### config.mk
export PLATFORM = sky130hd
export DESIGN_NAME = pwm_multichannel
export DESIGN_NICKNAME = d
export VERILOG_FILES = /design/src/rtl/pwm_multichannel.sv
export SDC_FILE = /design/constraint.sdc
export NUM_CORES = 1
export LEC_CHECK = 0
export BUFFER_PORTS_ARGS = -buffer_cell sky130_fd_sc_hd__buf_2
export CORE_UTILIZATION = 35
export DETAILED_ROUTE_END_ITERATION = 8
export SLEW_MARGIN = 0
export SYNTH_ARGS = -nofsm -noshare
export SYNTH_HDL_FRONTEND = slang
export SYNTH_SLANG_ARGS = --single-unit
### constraint.sdc
create_clock -name clk -period 2.97 [get_ports clk]
set_input_delay 0.594 -clock clk [delete_from_list [all_inputs] [get_ports clk]]
set_output_delay 0.594 -clock clk [all_outputs]
set_load 0.05 [all_outputs]
### src/rtl/pwm_multichannel.sv
// Multichannel PWM generator: one shared prescaled counter (edge- or center-aligned),
// per-channel shadow/active duty registers that swap at the period boundary.
module pwm_multichannel #(
  parameter int NUM_CH  = 16,
  parameter int CNT_W   = 8,
  parameter int PRESC_W = 8
) (
  input  logic               clk,
  input  logic               rst,
  input  logic [NUM_CH-1:0]  en_out,
  input  logic [NUM_CH-1:0]  en_pwm,
  input  logic               duty_wr,
  input  logic [4:0]         duty_ch,
  input  logic [CNT_W-1:0]   duty_data,
  input  logic [CNT_W-1:0]   period,
  input  logic [PRESC_W-1:0] prescale,
  input  logic               center,
  output logic [NUM_CH-1:0]  out,
  output logic               period_tick
);

  logic [PRESC_W-1:0] presc_q, presc_d;
  logic [CNT_W-1:0]   cnt_q, cnt_d, cnt_inc;
  logic               dir_q, dir_d;
  logic [CNT_W-1:0]   period_q;
  logic               center_q;
  logic [NUM_CH-1:0]  out_q, out_d;
  logic               period_tick_q;
  logic               tick;
  logic               boundary;
  logic               wr_valid;

  // >= rather than == so a prescale lowered below the running count cannot stall for a full wrap
  assign tick     = (presc_q >= prescale);
  assign cnt_inc  = cnt_q + 1'b1;
  assign wr_valid = duty_wr && (int'(duty_ch) < NUM_CH);

  // Center mode runs 0..P then P-1..1; the boundary is taken on the tick that would
  // step down from 1, so the period is exactly 2*P ticks (a single tick when P == 0).
  always_comb begin
    boundary = 1'b0;
    if (tick) begin
      if (center_q) begin
        boundary = (period_q == '0) || (dir_q && (cnt_q == CNT_W'(1)));
      end else begin
        boundary = (cnt_q == period_q);
      end
    end
  end

  always_comb begin
    presc_d = tick ? '0 : presc_q + 1'b1;
    cnt_d   = cnt_q;
    dir_d   = dir_q;
    if (boundary) begin
      cnt_d = '0;
      dir_d = 1'b0;
    end else if (tick) begin
      if (!center_q || !dir_q) begin
        cnt_d = cnt_inc;
        if (center_q && (cnt_inc == period_q)) begin
          dir_d = 1'b1;
        end
      end else begin
        cnt_d = cnt_q - 1'b1;
      end
    end
  end

  genvar gi;
  generate
    for (gi = 0; gi < NUM_CH; gi++) begin : g_ch
      logic             wr_hit;
      logic [CNT_W-1:0] shadow_q, shadow_d, active_q;

      assign wr_hit   = wr_valid && (duty_ch == 5'(gi));
      // Writes landing on the boundary cycle bypass straight into the active copy
      assign shadow_d = wr_hit ? duty_data : shadow_q;
      assign out_d[gi] = en_out[gi] & (en_pwm[gi] ? (cnt_q < active_q) : 1'b1);

      always_ff @(posedge clk) begin
        if (rst) begin
          shadow_q <= '0;
          active_q <= '0;
        end else begin
          shadow_q <= shadow_d;
          if (boundary) begin
            active_q <= shadow_d;
          end
        end
      end
    end
  endgenerate

  always_ff @(posedge clk) begin
    if (rst) begin
      presc_q       <= '0;
      cnt_q         <= '0;
      dir_q         <= 1'b0;
      period_q      <= '0;
      center_q      <= 1'b0;
      out_q         <= '0;
      period_tick_q <= 1'b0;
    end else begin
      presc_q       <= presc_d;
      cnt_q         <= cnt_d;
      dir_q         <= dir_d;
      out_q         <= out_d;
      period_tick_q <= boundary;
      if (boundary) begin
        period_q <= period;
        center_q <= center;
      end
    end
  end

  assign out         = out_q;
  assign period_tick = period_tick_q;

endmodule

# Word-level counts from Yosys, hierarchy flattened
# Cells that the tools add are included.
op_classes:
  n_reduce_logical: 28
  n_lt_le_gt_ge: 18
  addsub: 3
  n_bitwise: 16
  n_eq_ne: 18
  n_mux: 35
op_table:
  columns: ["op", "n"]
  rows:
  - ["8-bit two-way mux", 17]
  - ["8-bit less-than comparator", 16]
  - ["5-bit by 4-bit == test with 1-bit output, second input constant", 8]
  - ["5-bit by 3-bit == test with 1-bit output, second input constant", 4]
  - ["1-bit logical AND", 19]
  - ["1-bit two-way mux", 18]
  - ["8-bit by 1-bit adder with 8-bit output, second input constant", 2]
  - ["1-bit bitwise AND", 16]
  - ["8-bit == test", 2]
  - ["5-bit by 2-bit == test with 1-bit output, second input constant", 2]
  - ["8-bit by 1-bit == test with 1-bit output, second input constant", 1]
  - ["8-bit >= comparator", 1]
  - ["8-bit zero test", 1]
  - ["8-bit by 1-bit subtractor with 8-bit output, second input constant", 1]
  - ["5-bit by 1-bit == test with 1-bit output, second input constant", 1]
  - ["5-bit zero test", 1]
  - ["5-bit less-than comparator, second input constant", 1]
  - ["2-bit OR reduction", 2]
  - ["3-bit AND reduction", 1]
  - ["1-bit zero test", 2]
  - ["1-bit logical OR", 2]
word_totals:
  elab_cells: 157
  out_inout_bits: 17
  regBits: 299
  input_bits: 65

# Depth between registers and ports, before layout
# Gate-level depths: netlist of run 1.
logic_depth:
  word_depth: 6
  depth_mapped: 11
  mapped_depth_nobuf: 8

# Least setup slack after synthesis of run 1
# OpenSTA, ideal clock, no wires.
synth_timing:
  kind: "input port to flip-flop"
  startpoint: "in prescale[0]"
  endpoint: "reg g_ch[2].active_q[1]"
  n_path_buf: 3
  stages: 9
  required_time_ps: 2883
  setup_ps: 87
  setup_slack_ps: 646
  t_arrival_ps: 2237
  path_cell_list: "ha_1 nand2b_1 a2111oi_0 o31ai_1 o221a_2 buf_4 buf_4 buf_4 o31ai_1"
synth_between:
  elab_chain_cells: 2
synth_rtl:
  columns: ["item", "line_no", "source"]
  rows:
  - ["from (decl)", "16", "input logic [PRESC_W-1:0] prescale,"]
  - ["8-bit >= comparator", "34", "assign tick = (presc_q >= prescale);"]
  - ["1-bit two-way mux", "42", "if (tick) begin"]
  - ["to (signal assigned)", "88", "active_q <= shadow_d;"]
  - ["to (decl)", "74", "logic [CNT_W-1:0] shadow_q, shadow_d, active_q;"]
# No other way between the ends.
# A chain may end at the register's enable or synchronous reset.

# Final worst setup path of run 1
layout_timing:
  startpoint: "reg cnt_q[3]"
  endpoint: "reg g_ch[6].active_q[0]"
layout_between:
  elab_chain_cells: 5
  word_cells_on_any_way: 6
  classes_between: "2 x eq/ne; 2 x mux; 2 x reduce/logical"
layout_rtl:
  columns: ["item", "line_no", "source"]
  rows:
  - ["from (decl)", "23", "logic [CNT_W-1:0] cnt_q, cnt_d, cnt_inc;"]
  - ["from (signal assigned)", "106", "cnt_q <= cnt_d;"]
  - ["8-bit by 1-bit == test with 1-bit output", "44", "boundary = (period_q == '0) || (dir_q && (cnt_q == CNT_W'(1)));"]
  - ["1-bit logical AND", "44", null]
  - ["1-bit logical OR", "44", null]
  - ["1-bit two-way mux (*)", "43", "if (center_q) begin"]
  - ["1-bit two-way mux (*)", "42", null]
  - ["to (signal assigned)", "88", null]
  - ["to (decl)", "74", null]
# Every way passes the cells marked *; elsewhere a longest branch is shown, timed or not.

==> results of run 1 <==
## final timing paths
kind	from	to	cells past startpoint
max	cnt_q[3]	g_ch[6].active_q[0]	6
min	period[2]	period_q[2]	3
max reg2reg	cnt_q[3]	g_ch[6].active_q[0]	6
min reg2reg	g_ch[4].shadow_q[4]	g_ch[4].shadow_q[4]	2
## critical path: cells and delay by family, from the launching register on
family / cells / cell delay [ns]
AND/OR/NAND/NOR: 2 / 0.67
AO/OA/AOI/OAI: 2 / 0.62
flip-flops: 1 / 0.47
buffers and inverters: 1 / 0.35
XOR/XNOR: 1 / 0.16
## Yosys cell counts (22+ instances only)
| library cell | n |
|---|---|
| sky130_fd_sc_hd__o21ai_0 | 75 |
| sky130_fd_sc_hd__mux2i_1 | 65 |
| sky130_fd_sc_hd__nand2_1 | 233 |
| sky130_fd_sc_hd__clkbuf_1 | 61 |
| sky130_fd_sc_hd__nor2_1 | 115 |
| sky130_fd_sc_hd__nor2b_1 | 22 |
| sky130_fd_sc_hd__inv_1 | 141 |
| sky130_fd_sc_hd__o31ai_1 | 113 |
| sky130_fd_sc_hd__a21oi_1 | 90 |
| sky130_fd_sc_hd__o21a_1 | 33 |
| sky130_fd_sc_hd__ha_1 | 124 |
| sky130_fd_sc_hd__dfxtp_1 | 299 |
| sky130_fd_sc_hd__nand3_1 | 79 |
## cell usage in the layout, fill, tap and decap left out, types with 10 or more instances in the layout
cell,netlist,final
sky130_fd_sc_hd__o31ai_1,113,113
sky130_fd_sc_hd__nand3_1,79,79
sky130_fd_sc_hd__nor3_1,10,10
sky130_fd_sc_hd__o21ai_1,12,12
sky130_fd_sc_hd__buf_4,14,24
sky130_fd_sc_hd__clkbuf_16,0,37
sky130_fd_sc_hd__nand2b_1,17,17
sky130_fd_sc_hd__dfxtp_1,299,299
sky130_fd_sc_hd__a21boi_0,18,18
sky130_fd_sc_hd__a21oi_1,90,90
sky130_fd_sc_hd__o21a_1,33,33
sky130_fd_sc_hd__nor2b_1,22,20
sky130_fd_sc_hd__ha_1,124,124
sky130_fd_sc_hd__mux2i_1,65,65
sky130_fd_sc_hd__inv_1,141,141
sky130_fd_sc_hd__o21ai_0,75,75
sky130_fd_sc_hd__a211oi_1,16,16
sky130_fd_sc_hd__xor2_1,14,14
sky130_fd_sc_hd__buf_2,7,80
sky130_fd_sc_hd__nor2_1,115,115
sky130_fd_sc_hd__xnor2_1,11,11
sky130_fd_sc_hd__nand2_1,233,233
## layer usage
| layer | up-vias | wire [um] | GRT usage |
|---|---|---|---|
| li1 | 5639 | - | - |
| met1 | 5175 | 17140 | 0.2331 |
| met2 | 193 | 15920 | 0.2835 |
| met3 | 55 | 1287 | 0.02424 |
| met4 | 0 | 758 | 0.04672 |
| met5 | - | 0 | 0 |
## metrics by stage
stage                     instances    util  worst slack, ns
after detailed placement       2163  0.3754           0.1511
after floorplan                1633       -           0.6456
after global placement         2163  0.3754           0.2451
after global routing           2224  0.4049           0.2709
final                          2225  0.4050           0.4876
after CTS                      2224  0.4049           0.4837
## cell type report
cell class,instances,area [um2],share of cell area
antenna,1,2.502,0.0001555
clock buffer,51,1069,0.06640
clock inverter,10,105.1,0.006531
inverter,141,529.3,0.03289
multi-input combinational,1086,7008,0.4355
sequential,299,5986,0.3720
tap,525,656.9,0.04082
timing repair buffer,112,735.7,0.04572
## cell families (layout without fill, tap and decap cells)
group | Yosys count | count (layout) | synth area share
simple gates | 506 | 506 | 0.1574
compound gates | 365 | 365 | 0.1639
flops | 299 | 299 | 0.4253
buf+inv | 248 | 314 | 0.08046
fa+ha+maj | 124 | 124 | 0.1102
mux | 66 | 66 | 0.04703
xor+xnor | 25 | 25 | 0.01556
other cells | 0 | 1 | 0
## where the power goes
group	internal, mW	switching, mW
clock	2.67	1.68
combinational	0.117	0.278
sequential	4.04	0.0113
total	6.82	1.97
## registers in the layout (all words and copies together) (netlist names)
name and flops:
period_tick 1, g_ch.active_q 128, center_q 1, g_ch.shadow_q 128, period_q 8, dir_q 1, presc_q 8, out 16
cnt_q 8
==> flow_results.xml, run 1 <==
<?xml version="1.0" encoding="UTF-8"?>
<metrics>
  <group name="status">
    <metric name="run_status" unit="">finished, final reports clean</metric>
  </group>
  <group name="place">
    <metric name="dpl.hpwl" unit="um">20960</metric>
    <metric name="dpl_cell_area" unit="um2">14920</metric>
    <metric name="place_congestion" unit="">0.7689</metric>
    <metric name="buffer_ports.inserted" unit="">81</metric>
  </group>
  <group name="floorplan">
    <metric name="initial_core_utilization" unit="">0.3542</metric>
    <metric name="boundaryPins" unit="">82</metric>
    <metric name="core_region_area" unit="um2">39730</metric>
    <metric name="fp.dieArea" unit="um2">41020</metric>
    <metric name="die_w" unit="um">202.5</metric>
    <metric name="fp-row-count" unit="">73</metric>
    <metric name="die_height" unit="um">202.5</metric>
  </group>
  <group name="final_layout">
    <metric name="fill_cells" unit="">3992</metric>
    <metric name="area_growth" unit="%">14.34</metric>
    <metric name="layout.nets" unit="">1865</metric>
    <metric name="layout-drive-gt1-share" unit="">0.1048</metric>
    <metric name="stdcell_area" unit="um2">16090</metric>
  </group>
  <group name="worst_setup_path">
    <metric name="worst-setup-path-type" unit="">flop to flop</metric>
    <metric name="critical_path.endpoint_type" unit="">flop</metric>
    <metric name="r2r_slack" unit="ns">0.49</metric>
    <metric name="worst-endpoint-arrival" unit="ns">2.86</metric>
    <metric name="worstPathMaxFanout" unit="">76</metric>
    <metric name="critPathMaxStageDelay" unit="ns">0.51</metric>
    <metric name="crit_path_start_kind" unit="">flop</metric>
    <metric name="cp_data_required_time" unit="ns">3.35</metric>
    <metric name="critPathSlowestCell" unit="">sky130_fd_sc_hd__or4_1</metric>
    <metric name="critical_path.cell_chain" unit="">xor2_1, or4_1, nor2_1, o221a_4, buf_12, o21ai_0</metric>
  </group>
  <group name="power">
    <metric name="leakagePower" unit="nW">6.028</metric>
    <metric name="power" unit="mW">8.790</metric>
    <metric name="power.density" unit="nW/um2">546.2</metric>
    <metric name="vdd_ir_drop_max" unit="mV">0.2812</metric>
  </group>
  <group name="synthesis">
    <metric name="post_synth_instance_area" unit="um2">14070</metric>
    <metric name="synth_top_cell_area_share" unit="">0.4253</metric>
    <metric name="synth.lib_cells_used.distinct" unit="">49</metric>
    <metric name="synthDominantAreaCellType" unit="">sky130_fd_sc_hd__dfxtp_1</metric>
    <metric name="synth_flop_cell" unit="">sky130_fd_sc_hd__dfxtp_1</metric>
    <metric name="postSynthCellCount" unit="">1633</metric>
    <metric name="synth.ff_latch_count" unit="">299</metric>
    <metric name="yosysWarnings" unit="">0</metric>
    <metric name="async_set_reset_flop_share_out_of_synthesis" unit="">0</metric>
    <metric name="mappedNetlistNets" unit="">1822</metric>
    <metric name="synth_area_leaders" unit="">sky130_fd_sc_hd__dfxtp_1 (43%), sky130_fd_sc_hd__ha_1 (11%), sky130_fd_sc_hd__nand2_1 (6.2%)</metric>
    <metric name="synth_enable_flop_cells" unit="">0</metric>
    <metric name="synth.yosys.seq_area_share" unit="">0.4253</metric>
    <metric name="postSynthAreaPerCell" unit="um2">8.618</metric>
  </group>
  <group name="detailed_routing">
    <metric name="viasPerCell" unit="">4.972</metric>
    <metric name="drc" unit="">0</metric>
    <metric name="total_via_count_after_detailed_routing" unit="">11060</metric>
    <metric name="drt_first_iter_violations" unit="">709</metric>
    <metric name="route.final.wire_length" unit="um">35110</metric>
    <metric name="dr.pass1.iters" unit="">5</metric>
    <metric name="post_drt_wl_per_cell" unit="um">15.78</metric>
    <metric name="ant_nets" unit="">0</metric>
  </group>
  <group name="global_route">
    <metric name="grt-ovfl-total" unit="">0</metric>
    <metric name="antenna_found_initial" unit="">0</metric>
    <metric name="first_global_vias" unit="">10680</metric>
    <metric name="grt_pass1_wl" unit="um">56770</metric>
    <metric name="grt_use_total" unit="">0.1716</metric>
    <metric name="grt_start_max_net_pins" unit="">77</metric>
  </group>
  <group name="hold_path">
    <metric name="min-delay-path-class" unit="">input port to flop</metric>
  </group>
  <group name="cts">
    <metric name="numCtsBuffers" unit="">36</metric>
    <metric name="cts_setup_buffers" unit="">0</metric>
    <metric name="cts_tree" unit="">yes</metric>
    <metric name="cts.clk_slew.worst_paths" unit="ns">0.06</metric>
    <metric name="cts_root_buffer" unit="">sky130_fd_sc_hd__clkbuf_16</metric>
    <metric name="cts_max_path_buffers" unit="">3</metric>
    <metric name="ctsHtreeMaxLevel" unit="">2</metric>
    <metric name="clock_sink_count" unit="">299</metric>
    <metric name="cts-hold-fix-buffers" unit="">0</metric>
    <metric name="worstSkewPairLatency" unit="ns">0.51</metric>
    <metric name="cts_resized" unit="">0</metric>
  </group>
  <group name="flow_run">
    <metric name="max_cap_viol_count" unit="">0</metric>
  </group>
  <group name="timing">
    <metric name="highest_clock_rate" unit="MHz">402.8</metric>
    <metric name="setup_repair_after_global_routing_missed_its_margin" unit="">no</metric>
    <metric name="report.final.hold_viol_count" unit="">0</metric>
    <metric name="drv_slew" unit="">0</metric>
    <metric name="whs" unit="ns">0.3140</metric>
    <metric name="slew-limit-headroom" unit="">0.5318</metric>
    <metric name="fin_worst_skew" unit="ns">0.02115</metric>
    <metric name="max_slew.worst_pin.slew" unit="ns">0.6991</metric>
    <metric name="fin_crit" unit="ns">2.482</metric>
    <metric name="setup-violations-final" unit="">0</metric>
    <metric name="setup_tns" unit="ns">0</metric>
    <metric name="finalCritPeriodShare" unit="">0.8358</metric>
  </group>
</metrics>
No activity file was read; power rests on OpenSTA's default activity.
==> inputs of run 2 (changes only) <==
- ABC_AREA: default -> 1
- clock period: 2.97 -> 2.13 ns (I/O delays scaled with it)
==> run 2 against run 1 <==
Global-route usage is 0.23 points higher. Sequential power is 40% higher. Highest routed layer is now met5. Register-to-register slack worse by 0.30 ns. Critical path type unchanged.
==> flow_results.xml, run 2 <==
<?xml version="1.0" encoding="UTF-8"?>
<metrics>
  <group name="status">
    <metric name="run_status" unit="">finished, final reports clean</metric>
  </group>
  <group name="synthesis">
    <metric name="yosys-top-cells-count" unit="">sky130_fd_sc_hd__nand2_1 (604), sky130_fd_sc_hd__inv_1 (412), sky130_fd_sc_hd__dfxtp_1 (299)</metric>
    <metric name="synth.ff_latch_count" unit="">299</metric>
    <metric name="synth_enable_flop_cells" unit="">0</metric>
    <metric name="yosysWarnings" unit="">0</metric>
    <metric name="synth_flop_cell" unit="">sky130_fd_sc_hd__dfxtp_1</metric>
    <metric name="synth_top_cell_area_share" unit="">0.4033</metric>
    <metric name="async_set_reset_flop_share_out_of_synthesis" unit="">0</metric>
    <metric name="synth.lib_cells_used.distinct" unit="">23</metric>
    <metric name="most_used_standard_cell_by_instance_count_after_synthesis" unit="">sky130_fd_sc_hd__nand2_1</metric>
    <metric name="postSynthCellCount" unit="">2159</metric>
    <metric name="synth_area_leaders" unit="">sky130_fd_sc_hd__dfxtp_1 (40%), sky130_fd_sc_hd__nand2_1 (15%), sky130_fd_sc_hd__ha_1 (10%)</metric>
    <metric name="synthDominantAreaCellType" unit="">sky130_fd_sc_hd__dfxtp_1</metric>
    <metric name="synth.yosys.seq_area_share" unit="">0.4033</metric>
    <metric name="postSynthAreaPerCell" unit="um2">6.874</metric>
    <metric name="post_synth_instance_area" unit="um2">14840</metric>
    <metric name="mappedNetlistNets" unit="">2348</metric>
  </group>
  <group name="worst_setup_path">
    <metric name="crit_path_start_kind" unit="">flop</metric>
    <metric name="critical_path.n_buffers_inverters" unit="">2</metric>
    <metric name="worst_setup_path_startpoint" unit="">cnt_q[0]</metric>
    <metric name="critical_path.endpoint_type" unit="">flop</metric>
    <metric name="worst-setup-path-type" unit="">flop to flop</metric>
    <metric name="critPathMaxStageDelay" unit="ns">0.48</metric>
    <metric name="cp_data_required_time" unit="ns">2.62</metric>
    <metric name="worst-endpoint-arrival" unit="ns">2.43</metric>
    <metric name="worstPathMaxFanout" unit="">31</metric>
    <metric name="critical_path.most_common_cell" unit="">sky130_fd_sc_hd__nand2_1</metric>
    <metric name="worst_path_dominant_cell_family" unit="">simple AND/OR/NAND/NOR gates</metric>
    <metric name="critPathSlowestCell" unit="">sky130_fd_sc_hd__dfxtp_1</metric>
    <metric name="critical_path.cell_chain" unit="">ha_1, nand2_1, nor3_1, nand2_1, nand3_1, nand3_4, nor2_4, buf_12, buf_12, nand2_1, nand2_1</metric>
    <metric name="rr_startpoint" unit="">cnt_q[0]</metric>
  </group>
  <group name="place">
    <metric name="buffer_ports.inserted" unit="">81</metric>
    <metric name="dpl_cell_area" unit="um2">16100</metric>
    <metric name="detailedPlace.worstSlack" unit="ns">-0.09498</metric>
    <metric name="place_congestion" unit="">0.8505</metric>
    <metric name="dpl.hpwl" unit="um">23420</metric>
  </group>
  <group name="global_route">
    <metric name="grt_start_max_net_pins" unit="">129</metric>
    <metric name="grt_pass1_wl" unit="um">60850</metric>
    <metric name="grt_use_total" unit="">0.1739</metric>
    <metric name="first_global_vias" unit="">12180</metric>
    <metric name="grt-ovfl-total" unit="">0</metric>
    <metric name="antenna_found_initial" unit="">3</metric>
  </group>
  <group name="final_layout">
    <metric name="area_growth" unit="%">17.36</metric>
    <metric name="layout.nets" unit="">2436</metric>
    <metric name="fill_cells" unit="">4310</metric>
    <metric name="layout.cells.most_common" unit="">sky130_fd_sc_hd__nand2_1</metric>
    <metric name="layout-drive-gt1-share" unit="">0.09071</metric>
    <metric name="mostFrequentLayoutCells" unit="">sky130_fd_sc_hd__nand2_1 (604), sky130_fd_sc_hd__inv_1 (411), sky130_fd_sc_hd__dfxtp_1 (299), sky130_fd_sc_hd__nor2_1 (176), sky130_fd_sc_hd__nand3_1 (164)</metric>
    <metric name="stdcell_area" unit="um2">17420</metric>
  </group>
  <group name="power">
    <metric name="vdd_ir_drop_max" unit="mV">0.4963</metric>
    <metric name="power.density" unit="nW/um2">746.3</metric>
    <metric name="leakagePower" unit="nW">9.684</metric>
  </group>
  <group name="floorplan">
    <metric name="core_region_area" unit="um2">41850</metric>
    <metric name="fp-row-count" unit="">75</metric>
    <metric name="fp.dieArea" unit="um2">43230</metric>
    <metric name="boundaryPins" unit="">82</metric>
    <metric name="die_w" unit="um">207.9</metric>
    <metric name="die_height" unit="um">207.9</metric>
    <metric name="initial_core_utilization" unit="">0.3546</metric>
  </group>
  <group name="timing">
    <metric name="final_critical_path_setup_slack" unit="ns">0.1826</metric>
    <metric name="fin_crit" unit="ns">1.947</metric>
    <metric name="finalCritPeriodShare" unit="">0.9143</metric>
    <metric name="setup_repair_after_global_routing_missed_its_margin" unit="">no</metric>
    <metric name="slew-limit-headroom" unit="">0.5705</metric>
    <metric name="fin_worst_skew" unit="ns">0.02867</metric>
    <metric name="max_slew.worst_pin.slew" unit="ns">0.6443</metric>
    <metric name="highest_clock_rate" unit="MHz">513.5</metric>
    <metric name="report.final.hold_viol_count" unit="">0</metric>
    <metric name="setup-violations-final" unit="">0</metric>
    <metric name="drv_slew" unit="">0</metric>
  </group>
  <group name="detailed_routing">
    <metric name="route.final.wire_length" unit="um">36980</metric>
    <metric name="dr.pass1.iters" unit="">5</metric>
    <metric name="post_drt_wl_per_cell" unit="um">13.15</metric>
    <metric name="total_via_count_after_detailed_routing" unit="">12890</metric>
    <metric name="viasPerCell" unit="">4.583</metric>
    <metric name="drt_first_iter_violations" unit="">712</metric>
    <metric name="drc" unit="">0</metric>
    <metric name="ant_nets" unit="">0</metric>
  </group>
  <group name="hold_path">
    <metric name="min-delay-start" unit="">en_pwm[9]</metric>
    <metric name="min-delay-path-class" unit="">input port to flop</metric>
  </group>
  <group name="cts">
    <metric name="cts_max_path_buffers" unit="">3</metric>
    <metric name="cts.clk_slew.worst_paths" unit="ns">0.06</metric>
    <metric name="numCtsBuffers" unit="">37</metric>
    <metric name="clock_sink_count" unit="">299</metric>
    <metric name="cts-hold-fix-buffers" unit="">0</metric>
    <metric name="cts_setup_buffers" unit="">0</metric>
    <metric name="cts_root_buffer" unit="">sky130_fd_sc_hd__clkbuf_16</metric>
    <metric name="cts_tree" unit="">yes</metric>
    <metric name="ctsHtreeMaxLevel" unit="">2</metric>
    <metric name="worstSkewPairLatency" unit="ns">0.54</metric>
  </group>
  <group name="flow_run">
    <metric name="max_cap_viol_count" unit="">0</metric>
  </group>
</metrics>
-- run 2: changes by cell type after synthesis, sizes merged, moves of 16 or more --
cell,change
nor2b,-22
nor2,+62
a211oi,-16
o21ai,+64
nand2b,-17
o31ai,-113
inv,+274
o21a,-33
a21boi,-18
mux2i,-65
nand2,+371
o211ai,+16
nand3,+87
-- run 2: final cells by class --
class / instances / area (um2) / share of cell area
clock inverters: 11 / 219.0 / 0.01257
diodes: 2 / 5.005 / 0.0002873
inverters: 415 / 1560 / 0.08958
flip-flops and latches: 299 / 5986 / 0.3437
well taps: 539 / 674.4 / 0.03872
repair buffers: 140 / 1039 / 0.05962
multi-input cells: 1354 / 6850 / 0.3933
clock buffers: 52 / 1085 / 0.06228
-- run 2: per-layer routing --
| layer | wire length, um | up-vias | GRT usage |
|---|---|---|---|
| met5 | 13 | - | 0 |
| met4 | 809 | 2 | 0.04751 |
| met3 | 1732 | 57 | 0.03109 |
| met2 | 17010 | 217 | 0.2997 |
| met1 | 17420 | 5812 | 0.2223 |
| li1 | - | 6800 | - |
-- run 2: where the power goes --
group	switching (mW)	internal, mW	total, mW
Clock	2.47	4.28	6.75
Combinational	0.411	0.170	0.581
Sequential	0.0192	5.65	5.67
Total	2.90	10.1	13.0
-- run 2: final timing paths --
kind / to / depth (start not counted) / slack [ns]
worst min register to register: presc_q[0] / 1 / 0.46
worst max-delay path: g_ch[12].active_q[6] / 11 / 0.18
worst max register to register: g_ch[12].active_q[6] / 11 / 0.18
worst min-delay path: out[9] / 2 / 0.05
-- run 2: timing repair --
| item | CTS | global route |
|---|---|---|
| resized for setup | 0 | 1 |
| endpoints found under the hold margin | 0 | 0 |
| endpoints found under the setup margin | 0 | 48 |
-- run 2: worst register-to-register path, stage by stage (launching register included) --
cell	delay, ns
sky130_fd_sc_hd__dfxtp_1	0.48
sky130_fd_sc_hd__ha_1	0.22
sky130_fd_sc_hd__nand2_1	0.06
sky130_fd_sc_hd__nor3_1	0.13
sky130_fd_sc_hd__nand2_1	0.08
sky130_fd_sc_hd__nand3_1	0.14
sky130_fd_sc_hd__nand3_4	0.13
sky130_fd_sc_hd__nor2_4	0.14
sky130_fd_sc_hd__buf_12	0.18
sky130_fd_sc_hd__buf_12	0.20
sky130_fd_sc_hd__nand2_1	0.09
sky130_fd_sc_hd__nand2_1	0.05
-- run 2: cell families (layout without fill, tap and decap cells) --
group	count (synthesis)	after routing	share of synthesized area
xor gates and xnor gates	10	10	0.006408
and+or+nand+nor	962	962	0.2596
DFF	299	299	0.4033
adders and majority gates	124	124	0.1045
other	0	2	0
AOI/OAI and AO/OA	258	258	0.08987
buffers and inverters	506	618	0.1363
-- run 2: metrics by stage --
step | utilization | TNS [ns] | power (mW) | hold WS (ns) | std cells
2_1_floorplan | - | 0 | 6.128 | 0.4297 | 2159
3_3_place_gp | 0.3848 | -0.7015 | 6.370 | 0.4482 | 2747
3_5_place_dp | 0.3848 | -5.260 | 6.378 | 0.4550 | 2747
4_1_cts | 0.4159 | 0 | 13.19 | 0.02299 | 2810
5_1_grt | 0.4161 | 0 | 13.47 | 0.03830 | 2810
6_report | 0.4162 | 0 | 13.00 | 0.04943 | 2812
==> inputs of run 3 (changes only) <==
- ABC_AREA: 1 -> default
- CAP_MARGIN: default -> 20
- CTS_CLUSTER_DIAMETER: default -> 100
==> run 3 against run 2 <==
Sequential cell count stayed put. Setup slack worse by 0.14 ns. Global-route usage is 0.35 points higher. Non-clock buffer count is 13 higher. Critical path type unchanged. Clock skew is 0.017 ns lower. First-iteration DRC count is 2.5% lower. Design area is 0.83% lower. Clock power is 3.4% lower. Critical endpoint is now g_ch[14].active_q[2].
==> flow_results.xml, run 3 (synthesis results as in run 1) <==
<?xml version="1.0" encoding="UTF-8"?>
<metrics>
  <group name="power">
    <metric name="power.density" unit="nW/um2">741.2</metric>
    <metric name="intPower" unit="mW">9.936</metric>
    <metric name="netSwitchingPower" unit="mW">2.866</metric>
    <metric name="power.sequential.fraction" unit="">0.441</metric>
    <metric name="combPwrFrac" unit="">0.050</metric>
    <metric name="leakagePower" unit="nW">6.522</metric>
    <metric name="share_clk_of_total_power" unit="">0.509</metric>
    <metric name="switching_fraction" unit="">0.2239</metric>
    <metric name="vdd_ir_drop_max" unit="mV">0.5420</metric>
  </group>
  <group name="worst_setup_path">
    <metric name="critPathSlowestCell" unit="">sky130_fd_sc_hd__or4_1</metric>
    <metric name="worst-setup-path-type" unit="">flop to flop</metric>
    <metric name="worst-endpoint-arrival" unit="ns">2.50</metric>
    <metric name="crit_path_start_kind" unit="">flop</metric>
    <metric name="worstPathMaxFanout" unit="">25</metric>
    <metric name="worst_path_dominant_cell_family" unit="">simple AND/OR/NAND/NOR gates</metric>
    <metric name="critical_path.n_buffers_inverters" unit="">2</metric>
    <metric name="critPathMaxStageDelay" unit="ns">0.53</metric>
    <metric name="critical_path.cell_chain" unit="">xor2_2, or4_1, nor2_2, o221a_4, buf_12, buf_16, nand2_1, o31ai_2</metric>
    <metric name="critical_path.endpoint_type" unit="">flop</metric>
    <metric name="cp_data_required_time" unit="ns">2.55</metric>
  </group>
  <group name="cts">
    <metric name="ctsHtreeMaxLevel" unit="">2</metric>
    <metric name="cts-hold-fix-buffers" unit="">0</metric>
    <metric name="clock_sink_count" unit="">299</metric>
    <metric name="cts_tree" unit="">yes</metric>
    <metric name="cts_root_buffer" unit="">sky130_fd_sc_hd__clkbuf_16</metric>
    <metric name="cts.clk_slew.worst_paths" unit="ns">0.06</metric>
    <metric name="cts_max_path_buffers" unit="">3</metric>
    <metric name="numCtsBuffers" unit="">36</metric>
    <metric name="worstSkewPairLatency" unit="ns">0.52</metric>
  </group>
  <group name="timing">
    <metric name="finalCritPeriodShare" unit="">0.9801</metric>
    <metric name="report.final.hold_viol_count" unit="">0</metric>
    <metric name="fin_worst_skew" unit="ns">0.01159</metric>
    <metric name="fin_crit" unit="ns">2.088</metric>
    <metric name="drv_slew" unit="">0</metric>
    <metric name="setup-violations-final" unit="">0</metric>
    <metric name="setup_tns" unit="ns">0</metric>
    <metric name="setup_repair_after_global_routing_missed_its_margin" unit="">yes</metric>
    <metric name="max_slew.worst_pin.slew" unit="ns">0.6252</metric>
    <metric name="highest_clock_rate" unit="MHz">479.0</metric>
    <metric name="slew-limit-headroom" unit="">0.5832</metric>
    <metric name="final_critical_path_setup_slack" unit="ns">0.04229</metric>
  </group>
  <group name="final_layout">
    <metric name="layout-drive-gt1-share" unit="">0.1634</metric>
    <metric name="antenna_fix_cells" unit="">0</metric>
    <metric name="layout.nets" unit="">1906</metric>
    <metric name="area_growth" unit="%">22.73</metric>
    <metric name="mostFrequentLayoutCells" unit="">sky130_fd_sc_hd__dfxtp_1 (292), sky130_fd_sc_hd__nand2_1 (228), sky130_fd_sc_hd__inv_1 (141), sky130_fd_sc_hd__ha_1 (123), sky130_fd_sc_hd__nor2_1 (114)</metric>
    <metric name="layout.cells.most_common" unit="">sky130_fd_sc_hd__dfxtp_1</metric>
  </group>
  <group name="floorplan">
    <metric name="initial_core_utilization" unit="">0.3542</metric>
    <metric name="core_region_area" unit="um2">39730</metric>
    <metric name="fp-row-count" unit="">73</metric>
    <metric name="fp.dieArea" unit="um2">41020</metric>
    <metric name="die_w" unit="um">202.5</metric>
    <metric name="die_height" unit="um">202.5</metric>
    <metric name="boundaryPins" unit="">82</metric>
  </group>
  <group name="detailed_routing">
    <metric name="route.final.wire_length" unit="um">37830</metric>
    <metric name="total_via_count_after_detailed_routing" unit="">11470</metric>
    <metric name="viasPerCell" unit="">5.054</metric>
    <metric name="post_drt_wl_per_cell" unit="um">16.67</metric>
    <metric name="ant_nets" unit="">0</metric>
    <metric name="drc" unit="">0</metric>
    <metric name="drt_first_iter_violations" unit="">694</metric>
    <metric name="dr.pass1.iters" unit="">4</metric>
  </group>
  <group name="place">
    <metric name="detailedPlace.worstSlack" unit="ns">-0.2329</metric>
    <metric name="dpl.hpwl" unit="um">21410</metric>
    <metric name="place_congestion" unit="">0.8040</metric>
    <metric name="buffer_ports.inserted" unit="">81</metric>
  </group>
  <group name="status">
    <metric name="run_status" unit="">finished, final reports clean</metric>
  </group>
  <group name="global_route">
    <metric name="grt_pass1_wl" unit="um">58810</metric>
    <metric name="first_global_vias" unit="">11150</metric>
    <metric name="grt-ovfl-total" unit="">0</metric>
    <metric name="grt_use_total" unit="">0.1774</metric>
    <metric name="antenna_found_initial" unit="">0</metric>
    <metric name="grt_start_max_net_pins" unit="">60</metric>
  </group>
  <group name="flow_run">
    <metric name="max_cap_viol_count" unit="">0</metric>
  </group>
  <group name="hold_path">
    <metric name="min-delay-path-class" unit="">input port to flop</metric>
  </group>
</metrics>
[run 3: layer usage]
layer,GRT usage,wire length (um)
met3,0.02183,1600
met5,0,0
met4,0.04377,660
met2,0.2882,16900
met1,0.2487,18660
[run 3: per-stage QoR]
stage               utilization  cells  area, um2  hold WS, ns  power [mW]
detailed placement       0.3832   2186      15220       0.4510       6.354
CTS                      0.4235   2260      16820       0.1358       12.91
floorplan                     -   1633      14080       0.4256       6.110
finish                   0.4347   2269      17270       0.1508       12.80
global placement         0.3832   2186      15220       0.4463       6.348
global route             0.4347   2269      17270       0.1576       13.23
[run 3: final cells by class]
type | count | area (um2)
Clock buffer | 52 | 1062
Clock inverter | 13 | 209.0
Fill cell | 3802 | 22460
Inverter | 141 | 529.3
Multi-Input combinational cell | 1086 | 7350
Sequential cell | 299 | 5997
Tap cell | 525 | 656.9
Timing Repair Buffer | 153 | 1469
[run 3: path summary, 6_finish.rpt]
path | start | cells after the start | end | slack (ns)
worst max register to register | period_q[6] | 8 | g_ch[14].active_q[2] | 0.04
worst min-delay path | period[6] | 3 | period_q[6] | 0.15
worst min register to register | g_ch[5].shadow_q[5] | 2 | g_ch[5].shadow_q[5] | 0.46
worst max-delay path | period_q[6] | 8 | g_ch[14].active_q[2] | 0.04
[run 3: power groups by stage]
stage	clock [mW]	combinational, mW	sequential, mW
after floorplan	0	0.294	5.82
after global placement	0	0.581	5.77
after detailed placement	0	0.586	5.77
after CTS	6.66	0.605	5.64
after global routing	6.90	0.691	5.64
final	6.52	0.639	5.64
[run 3: timing repair]
item | in CTS | in global routing
setup endpoints to repair | 130 | 146
pin swaps | 3 | 1
resized for setup | 38 | 48
setup buffers | 5 | 1
cloned | 4 | 10
[run 3: worst min-delay path: stages]
cell and delay (ns):
sky130_fd_sc_hd__buf_2 0.08, sky130_fd_sc_hd__mux2i_1 0.06, sky130_fd_sc_hd__nor2_1 0.07
